### src/rtl/wb_rr_interconnect.sv
// Shared-bus Wishbone interconnect: round-robin arbitration across NUM_M masters,
// top-nibble address decode to NUM_S slaves, error termination for unmapped or hung slaves.
module wb_rr_interconnect #(
    parameter int NUM_M   = 2,
    parameter int NUM_S   = 4,
    parameter int AW      = 32,
    parameter int DW      = 32,
    parameter int TIMEOUT = 255,
    localparam int SW     = DW / 8
) (
    input  logic                clk,
    input  logic                rst,
    input  logic [NUM_M-1:0]    m_cyc_i,
    input  logic [NUM_M-1:0]    m_stb_i,
    input  logic [NUM_M-1:0]    m_we_i,
    input  logic [NUM_M*SW-1:0] m_sel_i,
    input  logic [NUM_M*AW-1:0] m_addr_i,
    input  logic [NUM_M*DW-1:0] m_data_i,
    output logic [DW-1:0]       m_data_o,
    output logic [NUM_M-1:0]    m_ack_o,
    output logic [NUM_M-1:0]    m_err_o,
    output logic [NUM_M-1:0]    m_rty_o,
    output logic [NUM_S-1:0]    s_cyc_o,
    output logic [NUM_S-1:0]    s_stb_o,
    output logic                s_we_o,
    output logic [SW-1:0]       s_sel_o,
    output logic [AW-1:0]       s_addr_o,
    output logic [DW-1:0]       s_data_o,
    input  logic [NUM_S*DW-1:0] s_data_i,
    input  logic [NUM_S-1:0]    s_ack_i,
    input  logic [NUM_S-1:0]    s_err_i,
    input  logic [NUM_S-1:0]    s_rty_i,
    output logic [NUM_M-1:0]    gnt_o,
    output logic                fsm_state
);

    localparam int MW = (NUM_M > 1) ? $clog2(NUM_M) : 1;
    localparam int CW = $clog2(TIMEOUT + 1);
    localparam logic [CW-1:0] TMAX = CW'(TIMEOUT);

    typedef enum logic {
        IDLE  = 1'b0,
        GRANT = 1'b1
    } state_t;

    state_t            state, state_nxt;
    logic [MW-1:0]     owner, last, winner;
    logic [NUM_M-1:0]  gnt_q, gnt_nxt;
    logic [CW-1:0]     wait_cnt;
    logic              stb_prev, unmap_err;
    logic              granted, owner_cyc, owner_stb;
    logic [3:0]        idx;
    logic              mapped, err_pend;
    logic              sl_ack, sl_err, sl_rty;
    logic [DW-1:0]     sl_data;
    logic              term_ack, term_err, term_rty;

    assign granted   = (state == GRANT);
    assign owner_cyc = granted & m_cyc_i[owner];
    assign owner_stb = granted & m_stb_i[owner];
    assign gnt_o     = gnt_q;
    assign fsm_state = state;

    // Round-robin search begins just after the previous owner.
    always_comb begin
        logic          found;
        logic [MW-1:0] cand;
        winner = last;
        found  = 1'b0;
        for (int i = 1; i <= NUM_M; i++) begin
            cand = MW'((int'(last) + i) % NUM_M);
            if (!found && m_cyc_i[cand]) begin
                winner = cand;
                found  = 1'b1;
            end
        end
        for (int i = 0; i < NUM_M; i++) begin
            gnt_nxt[i] = (winner == MW'(i));
        end
    end

    always_comb begin
        state_nxt = state;
        case (state)
            IDLE:    if (|m_cyc_i) state_nxt = GRANT;
            GRANT:   if (!owner_cyc) state_nxt = IDLE;
            default: state_nxt = IDLE;
        endcase
    end

    always_comb begin
        s_we_o   = 1'b0;
        s_sel_o  = '0;
        s_addr_o = '0;
        s_data_o = '0;
        if (granted) begin
            s_we_o   = m_we_i[owner];
            s_sel_o  = m_sel_i[owner*SW +: SW];
            s_addr_o = m_addr_i[owner*AW +: AW];
            s_data_o = m_data_i[owner*DW +: DW];
        end
    end

    assign idx      = s_addr_o[AW-1 -: 4];
    assign mapped   = granted && (int'(idx) < NUM_S);
    assign err_pend = owner_stb && (wait_cnt == TMAX);

    // The timeout cycle withdraws the strobe so the slave cannot start late.
    always_comb begin
        s_cyc_o = '0;
        s_stb_o = '0;
        sl_ack  = 1'b0;
        sl_err  = 1'b0;
        sl_rty  = 1'b0;
        sl_data = '0;
        for (int i = 0; i < NUM_S; i++) begin
            if (granted && idx == 4'(i)) begin
                s_cyc_o[i] = owner_cyc;
                s_stb_o[i] = owner_stb & ~err_pend;
                sl_ack     = s_ack_i[i];
                sl_err     = s_err_i[i];
                sl_rty     = s_rty_i[i];
                sl_data    = s_data_i[i*DW +: DW];
            end
        end
    end

    assign term_ack = owner_stb & sl_ack;
    assign term_rty = owner_stb & sl_rty;
    assign term_err = owner_stb & (sl_err | ((err_pend | unmap_err) & ~sl_ack));
    assign m_data_o = sl_data;

    always_comb begin
        m_ack_o = '0;
        m_err_o = '0;
        m_rty_o = '0;
        if (granted) begin
            m_ack_o[owner] = term_ack;
            m_err_o[owner] = term_err;
            m_rty_o[owner] = term_rty;
        end
    end

    always_ff @(posedge clk) begin
        if (rst) begin
            state     <= IDLE;
            gnt_q     <= '0;
            owner     <= '0;
            last      <= MW'(NUM_M - 1);
            wait_cnt  <= '0;
            stb_prev  <= 1'b0;
            unmap_err <= 1'b0;
        end else begin
            state <= state_nxt;
            if (state == IDLE && state_nxt == GRANT) begin
                owner <= winner;
                last  <= winner;
                gnt_q <= gnt_nxt;
            end else if (state_nxt == IDLE) begin
                gnt_q <= '0;
            end
            if (!owner_stb || term_ack || term_err || term_rty) begin
                wait_cnt <= '0;
            end else begin
                wait_cnt <= wait_cnt + CW'(1);
            end
            stb_prev  <= owner_stb;
            // Unmapped error fires once, on the cycle after the strobe first appears.
            unmap_err <= owner_stb & ~mapped & ~stb_prev;
        end
    end

endmodule
### config.mk
export PLATFORM = sky130hd
export DESIGN_NAME = wb_rr_interconnect
export DESIGN_NICKNAME = d
export VERILOG_FILES = /design/src/rtl/wb_rr_interconnect.sv
export SDC_FILE = /design/constraint.sdc
export NUM_CORES = 1
export LEC_CHECK = 0
export CORE_AREA = 4 4 152 154
export DETAILED_ROUTE_END_ITERATION = 7
export DIE_AREA = 0 0 156 158
export DONT_BUFFER_PORTS = 1
export GPL_TIMING_DRIVEN = 0
export PLACE_DENSITY_LB_ADDON = 0.25
export SLEW_MARGIN = 0
export SYNTH_ARGS = -nofsm -noshare
export SYNTH_HDL_FRONTEND = slang
export SYNTH_SLANG_ARGS = --single-unit
### constraint.sdc
create_clock -name clk -period 4.82 [get_ports clk]
set_input_delay 0.723 -clock clk [delete_from_list [all_inputs] [get_ports clk]]
set_output_delay 0.723 -clock clk [all_outputs]
set_load 0.01 [all_outputs]
# Word level (Yosys, flattened, before mapping)

Index checks and enable logic that the tools add are counted.

Register bits: 15
Input port bits: 284

Add/subtract/negate cells: 3
Magnitude comparators: 5
Equality and inequality tests: 5
Shift-type cells: 3
Muxes and demuxes: 51
Bitwise logic cells: 20
Reductions and logical operators: 17

Operator list:

| kind                  | number |
|---|---|
| $mux W32              | 6 |
| $shiftx A64 B7 Y32    | 2 |
| $mux W1               | 37 |
| $mux W2               | 5 |
| $and A1 B1 Y1         | 9 |
| $logic_and A1 B1 Y1   | 9 |
| $add A8 B1 Y8 const B | 1 |
| $eq A4 B2 Y1 const B  | 2 |
| $eq A8 B8 Y1 const B  | 1 |
| $shiftx A8 B4 Y4      | 1 |
| $and A2 B2 Y2         | 3 |
| $lt A1 B2 Y1 const B  | 3 |
| $not A1 Y1            | 6 |
| $eq A4 B1 Y1 const B  | 1 |
| $logic_not A4 Y1      | 1 |
| $lt A4 B3 Y1 const B  | 1 |
| $mux W4               | 1 |
| $reduce_or A2 Y1      | 2 |
| $logic_or A1 B1 Y1    | 3 |
| $add A1 B1 Y1 const B | 2 |
| $logic_not A1 Y1      | 2 |
| $ne A2 B1 Y1 const B  | 1 |
| $or A1 B1 Y1          | 2 |
| $pmux W1 S2           | 1 |
| 2 further kinds       | 2 |

# Depth between registers and ports, before layout

Gate-level depths: netlist of the first run.

Depth after elaboration: 15
Depth in mapped cells: 9
Depth with buffers taken out: 6

# Least setup slack after synthesis of the first run

No wires, ideal clock.

Path kind: input to output
Start: input m_addr_i[63]
End: output m_err_o[0]
Arrival: 2.061 ns
Data required time: 4.097 ns
Slack: 2.036 ns
Stages on the path: 5
Path buffers: 1
Cell sequence: or3b_1 -> and3_4 -> buf_6 -> o32ai_4 -> o21ba_1

Word-level cells in the longest chain between the ends: 14

Ends and longest elaborated chain:

| element                     | RTL line | RTL |
|---|---|---|
| start: declaration          | 17       | `input logic [NUM_M*AW-1:0] m_addr_i,` |
| $shiftx A64 B7 Y32 (*)      | 99       | `s_addr_o = m_addr_i[owner*AW +: AW];` |
| $mux W32 (*)                | 96       | `if (granted) begin` |
| $logic_not A4 Y1            | 117      | `if (granted && idx == 4'(i)) begin` |
| $logic_and A1 B1 Y1         | 117      |  |
| $mux W1 (4 in series)       | 117      |  |
| $not A1 Y1                  | 130      | `assign term_err = owner_stb & (sl_err \| ((err_pend \| unmap_err) & ~sl_ack));` |
| $and A1 B1 Y1               | 130      |  |
| $or A1 B1 Y1 (*)            | 130      |  |
| $and A1 B1 Y1 (*)           | 130      |  |
| $and A2 B2 Y2 (no line) (*) | -        |  |
| $mux W2 (*)                 | 137      | `if (granted) begin` |
| end: declaration            | 21       | `output logic [NUM_M-1:0] m_err_o,` |

Mark *: on every way between the ends. The rest lies on a longest branch, timed or not.

# Worst setup path after layout of the first run

Start: register owner
End: output s_cyc_o[1]

Word-level cells in the longest chain between the ends: 5

Ends and longest elaborated chain:

| element                  | RTL line | RTL |
|---|---|---|
| start: declaration       | 47       | `logic [MW-1:0] owner, last, winner;` |
| start signal: assignment | 156      | `owner <= winner;` |
| $shiftx A64 B7 Y32       | 99       |  |
| $mux W32                 | 96       |  |
| via s_addr_o[29]         | 27       | `output logic [AW-1:0] s_addr_o,` |
| $eq A4 B1 Y1             | 117      |  |
| $logic_and A1 B1 Y1      | 117      |  |
| $mux W1                  | 117      |  |
| end: declaration         | 23       | `output logic [NUM_S-1:0] s_cyc_o,` |

The timed path passes the listed nets, and every way through them passes these cells. The select of a mux whose other input is x is not followed.

==> results.ini, run 1 <==
[status]
status=completed

[critical_path]
cp_top_family=simple AND/OR/NAND/NOR gates
arrival_ns=2.93
cp_num_cells=6
cp_slowest_stage_delay_ns=0.79
worstSetupEndpointType=output port
r2r-start=owner
ff2ff_setup_slack_ns=2.63
path_class=reg -> out
required_ns=4.10
start_kind=register
critPathMaxFanout=10
r2r_end=wait_cnt[1]
reg2reg_depth=7
crit_chain=buf_4, mux2i_1, nand2b_1, clkinv_1, clkbuf_1, nor4_1
cp.buffers_inverters=3
crit_slowest_cell=nor4_1

[layout]
final_common_cell=nor2_1
finalInstanceArea_sq_mm=0.00337
layout_common_cells=78 x nor2_1, 76 x mux2i_1, 44 x nand2_1
syn_to_final_growth_pct=14.7
drive_above_1_share_pct=5.39
nFillCells=2559
finalNetCount=731
multi_input_area_sq_mm=0.00245
regArea_sq_um=300

[route]
highest_layer=met4
wire_per_inst_microns=25.2
vias=3369
via_per_inst=4.64
wl_met3_microns=1570
drcViolationCount=0
wl_met2_microns=10700
postRouteAntennaNets=0
dr.pass1.iters=4
met1Wirelength_microns=5830
wl_microns=18300
drt_iter0_markers=173

[clock_network]
post_cts_buffers=0
cts_root_buf=clkbuf_16
cts.htree.levels=1
clock_latency_ns=0.24
cts.sinks=15
cts_made_buffers=3
cts_tree=yes
cts.repair.resized=0
ctsHoldBuffers=0
clk_pin_slew_worst_paths_ns=0.05
cts_buffer_depth=2

[grt]
grt.total_usage_pct=12.9
antenna_found_initial=2
grt_max_degree=11
grt-ovfl-total=0
grt_pass1_vias=3471
grt_pass1_wl_microns=23300

[power]
ir_drop_v=0.0000758
p_leak_uw=0.00110
power.density_mw_per_mm2=179
p_total_uw=602

[yosys]
synth-seq-area-share_pct=10.2
yosysUniqueCellTypes=40
synth_area_sq_mm=0.00294
synth_ff_type=dfxtp_1
synth.avg_cell_area_sq_um=6.66
yosys_register_bits=15
syn-instance-count=441
yosysWarnings=0
synth_edf_count=0
syn_nets=726
synthArstFlopShare_pct=0

[placement]
hpwl_microns=16400
pre_cts_ws_ns=1.14
placed_cell_area_sq_mm=0.00329
portBuffers=0
gp_congestion=0.811

[timing]
skew_ns=0.00252
slew_viol_final=0
fin_crit_sh_pct=75.8
rsz0062_at_grt=false
setup_viol=0
hold_viol=0
slew_headroom_pct=40.1
tightest_slew_ns=0.899
min_period_ns=3.65
max_freq_mhz=274
fin_ws_ns=1.17
timing.hold.ws_ns=0.394
setup_tns_ns=0

[die]
die_y_microns=158
initial_core_util_pct=13.6
dieArea_sq_mm=0.0246
rows=54
core_sq_mm=0.0217
pin_count=402
die_w_microns=156

[hold_path]
hold_start=stb_prev
holdPathEnd=unmap_err
hold_depth=1
hold_class=reg -> reg

[flow_run]
maxCapViolCount=0

-- logic make-up after synthesis --
kind of cell | Yosys count | share of synthesized area [%]
adders and majority gates | 1 | 0.426
xor gates and xnor gates | 6 | 1.79
AOI/OAI and AO/OA | 111 | 24.7
and+or+nand+nor | 189 | 29.8
buffers and inverters | 42 | 6.43
muxes | 77 | 26.6
DFF | 15 | 10.2
-- worst reg2reg max path, delay by kind of cell, from the launching register on --
| family | cells | cell delay [ns] |
|---|---|---|
| flops | 1 | 0.30 |
| buf+inv | 2 | 0.61 |
| simple gates | 3 | 0.80 |
| mux | 1 | 0.24 |
| compound gates | 1 | 0.17 |
-- per-stage QoR --
stage | util, % | instances
finish | 15.5 | 726
global route | 15.5 | 726
detailed placement | 15.2 | 721
global placement | 15.2 | 721
CTS | 15.5 | 725
floorplan | - | 441
-- how the worst max path moves through the flow --
stage                             to          from  slack (ns)
final                     s_cyc_o[1]         owner        1.17
after global routing      s_cyc_o[1]         owner        0.85
after CTS                 s_cyc_o[1]         owner        1.03
after detailed placement  s_cyc_o[1]  m_addr_i[61]        1.14
after global placement    s_stb_o[1]  m_addr_i[61]        1.15
after floorplan           m_err_o[0]  m_addr_i[63]        2.04
-- where the power goes --
part	switching [uW]	leakage, uW	total, uW	internal, uW
combinational	207	0.000939	308	101
sequential	5.74	0.000122	134	129
clock	47.5	0.0000382	159	112
total	260	0.00110	602	342
-- synth_stat cells, types with 2 or more instances --
library cell	number	area share (%)
and3_1	4	0.85
a21oi_1	38	6.5
and2_1	32	6.8
nor3b_1	2	0.51
nand2b_1	3	0.64
buf_1	4	0.51
nand3_1	6	1.0
clkbuf_2	2	0.34
nor2_1	78	10
o21ba_1	2	0.68
buf_2	11	1.9
xor2_1	5	1.5
nand2_1	44	5.6
o22ai_1	2	0.43
buf_4	2	0.51
mux2i_1	76	26
dfxtp_1	15	10
inv_1	3	0.38
o21ai_0	32	5.4
o22a_1	32	9.5
nor3_1	9	1.5
nand4_1	2	0.43
nor4_1	4	0.85
clkbuf_1	17	2.2
-- sequential cells by signal, summed over array words and instances (netlist names) --
register,count
unmap_err,1
wait_cnt,8
fsm_state,1
owner,1
gnt_o,2
last,1
stb_prev,1
-- final cells by class --
class / instances / area share, %
Multi-Input combinational cell: 384 / 72.7
Tap cell: 280 / 10.4
Sequential cell: 15 / 8.91
Buffer: 37 / 5.05
Clock buffer: 4 / 2.34
Inverter: 5 / 0.557
Antenna cell: 1 / 0.0742
-- per-layer routing --
layer,GRT usage (%),vias to the layer above
li1,-,1574
met1,12.3,1527
met2,28.7,254
met3,2.27,14
met4,1.46,0
met5,0,-
Power figures use the tool's default switching activity.
==> inputs of run 2 (changes only) <==
==> constraint.sdc (replaced) <==
create_clock -name clk -period 3.2 [get_ports clk]
set_input_delay 0.48 -clock clk [delete_from_list [all_inputs] [get_ports clk]]
set_output_delay 0.48 -clock clk [all_outputs]
set_load 0.01 [all_outputs]
==> results.ini, run 2 (synthesis results as in run 1) <==
[status]
status=completed

[power]
pwr-share-seq_pct=22.2  ; about the same
p_leak_uw=0.00111  ; +1.1%
comb_power_share_pct=51.4  ; +0.2 points
swShare_pct=43.3  ; +0.061 points
clockPowerShare_pct=26.4  ; about the same
ir_drop_v=0.000114  ; +51%
switching_power_uw=394  ; +52%
power.density_mw_per_mm2=268  ; +50%
p_int_uw=517  ; +51%

[route]
dr.pass1.iters=4  ; unchanged
drcViolationCount=0  ; unchanged
vias=3364  ; -0.15%
wire_per_inst_microns=25.2  ; about the same
postRouteAntennaNets=0  ; unchanged
via_per_inst=4.63  ; -0.15%
drt_iter0_markers=148  ; -14%
wl_microns=18300  ; about the same

[placement]
hpwl_microns=16400  ; unchanged
pre_cts_ws_ns=-0.0815  ; -1.22 ns
portBuffers=0  ; unchanged
dp_cells=721  ; unchanged
gp_congestion=0.811  ; unchanged

[layout]
layout_common_cells=78 x nor2_1, 76 x mux2i_1, 44 x nand2_1
largest_reg_flops=8  ; unchanged
finalNetCount=731  ; unchanged
nFillCells=2560  ; +0.039%
final_common_cell=nor2_1
syn_to_final_growth_pct=15.8
stdcell_count=726  ; unchanged
drive_above_1_share_pct=7.19  ; +1.8 points
top_register=wait_cnt

[timing]
slew_headroom_pct=49.2  ; +9.1 points
slew_viol_final=0  ; unchanged
hold_viol=0  ; unchanged
fin_crit_sh_pct=92.4
setup_viol=0  ; unchanged
fin_ws_ns=0.243  ; -0.925 ns
min_period_ns=2.96
skew_ns=0.00286  ; +0.000335 ns
tightest_slew_ns=0.762  ; -0.137 ns
rsz0062_at_grt=false
max_freq_mhz=338

[critical_path]
arrival_ns=2.48  ; -0.45 ns
cp_num_cells=7  ; +1
cp_top_family=simple AND/OR/NAND/NOR gates
cp_slowest_stage_delay_ns=0.57  ; -0.22 ns
reg2reg_depth=6  ; -1
path_class=reg -> out
worstSetupEndpointType=output port
critPathMaxFanout=10  ; unchanged
crit_slowest_cell=nor4_1
crit_chain=buf_4, mux2i_4, nand2b_2, inv_2, buf_2, buf_4, nor4_1
start_kind=register
required_ns=2.72  ; -1.38 ns
crit_top_cell=buf_4
cp.buffers_inverters=4  ; +1

[hold_path]
hold_depth=1  ; unchanged
hold_class=in -> reg

[clock_network]
cts_root_buf=clkbuf_16
post_cts_buffers=0  ; unchanged
cts.sinks=15  ; unchanged
clock_latency_ns=0.24  ; about the same
clk_pin_slew_worst_paths_ns=0.05  ; about the same
cts_buffer_depth=2  ; unchanged
ctsHoldBuffers=0  ; unchanged
cts_tree=yes
cts_made_buffers=3  ; unchanged
cts.htree.levels=1  ; unchanged

[die]
initial_core_util_pct=13.6  ; unchanged
core_sq_mm=0.0217  ; unchanged
die_w_microns=156  ; unchanged
pin_count=402  ; unchanged
dieArea_sq_mm=0.0246  ; unchanged
rows=54  ; unchanged
die_y_microns=158  ; unchanged

[grt]
grt-ovfl-total=0  ; unchanged
grt.total_usage_pct=12.9  ; about the same
antenna_found_initial=2  ; unchanged
grt_pass1_wl_microns=23300  ; unchanged
grt_pass1_vias=3473  ; +0.058%
grt_max_degree=11  ; unchanged

[flow_run]
maxCapViolCount=0  ; unchanged

[run 2: changes by cell type in the layout (fill, tap and decap cells not counted), sizes merged]
| cell | delta |
|---|---|
| clkdlybuf4s15 | +1 |
| buf | -1 |
[run 2: what timing repair did]
action,CTS,global route
resized for setup,7,2
endpoints found under the setup margin,35,30
cloned,0,0
[run 2: final timing paths]
kind / endpoint / slack [ns] / from
worst max-delay path: s_stb_o[2] / 0.24 / owner
worst min-delay path: gnt_o[1] / 0.30 / rst
worst max register to register: wait_cnt[3] / 1.08 / owner
worst min register to register: unmap_err / 0.39 / stb_prev
[run 2: power groups by stage]
stage	sequential (uW)	combinational [uW]	clock, uW
floorplan	203	350	0
global placement	206	480	0
detailed placement	206	479	0
CTS	203	483	246
global route	204	515	257
finish	203	468	240
[run 2: worst register-to-register path, cell delays in order, from the launching register on]
cell,delay [ns]
dfxtp_1,0.30
buf_4,0.19
or3b_1,0.45
and3_4,0.22
nor3_1,0.32
a221o_1,0.42
nor3_1,0.09
[run 2: layout make-up]
class	count	area, sq um	share of cell area, %
Inverter	5	20.0	0.588
Buffer	37	179	5.26
Sequential cell	15	300	8.82
Antenna cell	1	2.50	0.0735
Clock buffer	4	78.8	2.32
Tap cell	280	350	10.3
Multi-Input combinational cell	384	2470	72.7
[run 2: stage by stage]
step	total power (uW)	setup TNS (ns)	cell area [sq um]	hold WS [ns]	utilization [%]
after floorplan	553	0	2940	0.373	-
after global placement	686	-0.101	3290	0.388	15.2
after detailed placement	686	-0.156	3290	0.384	15.2
after CTS	932	0	3390	0.300	15.6
after global routing	976	0	3400	0.295	15.7
final	911	0	3400	0.303	15.7
[run 2: layer usage]
layer	track usage (%)	wire (microns)
met1	12.3	5780
met2	28.7	10800
met3	2.27	1600
met4	1.46	121
met5	0	0
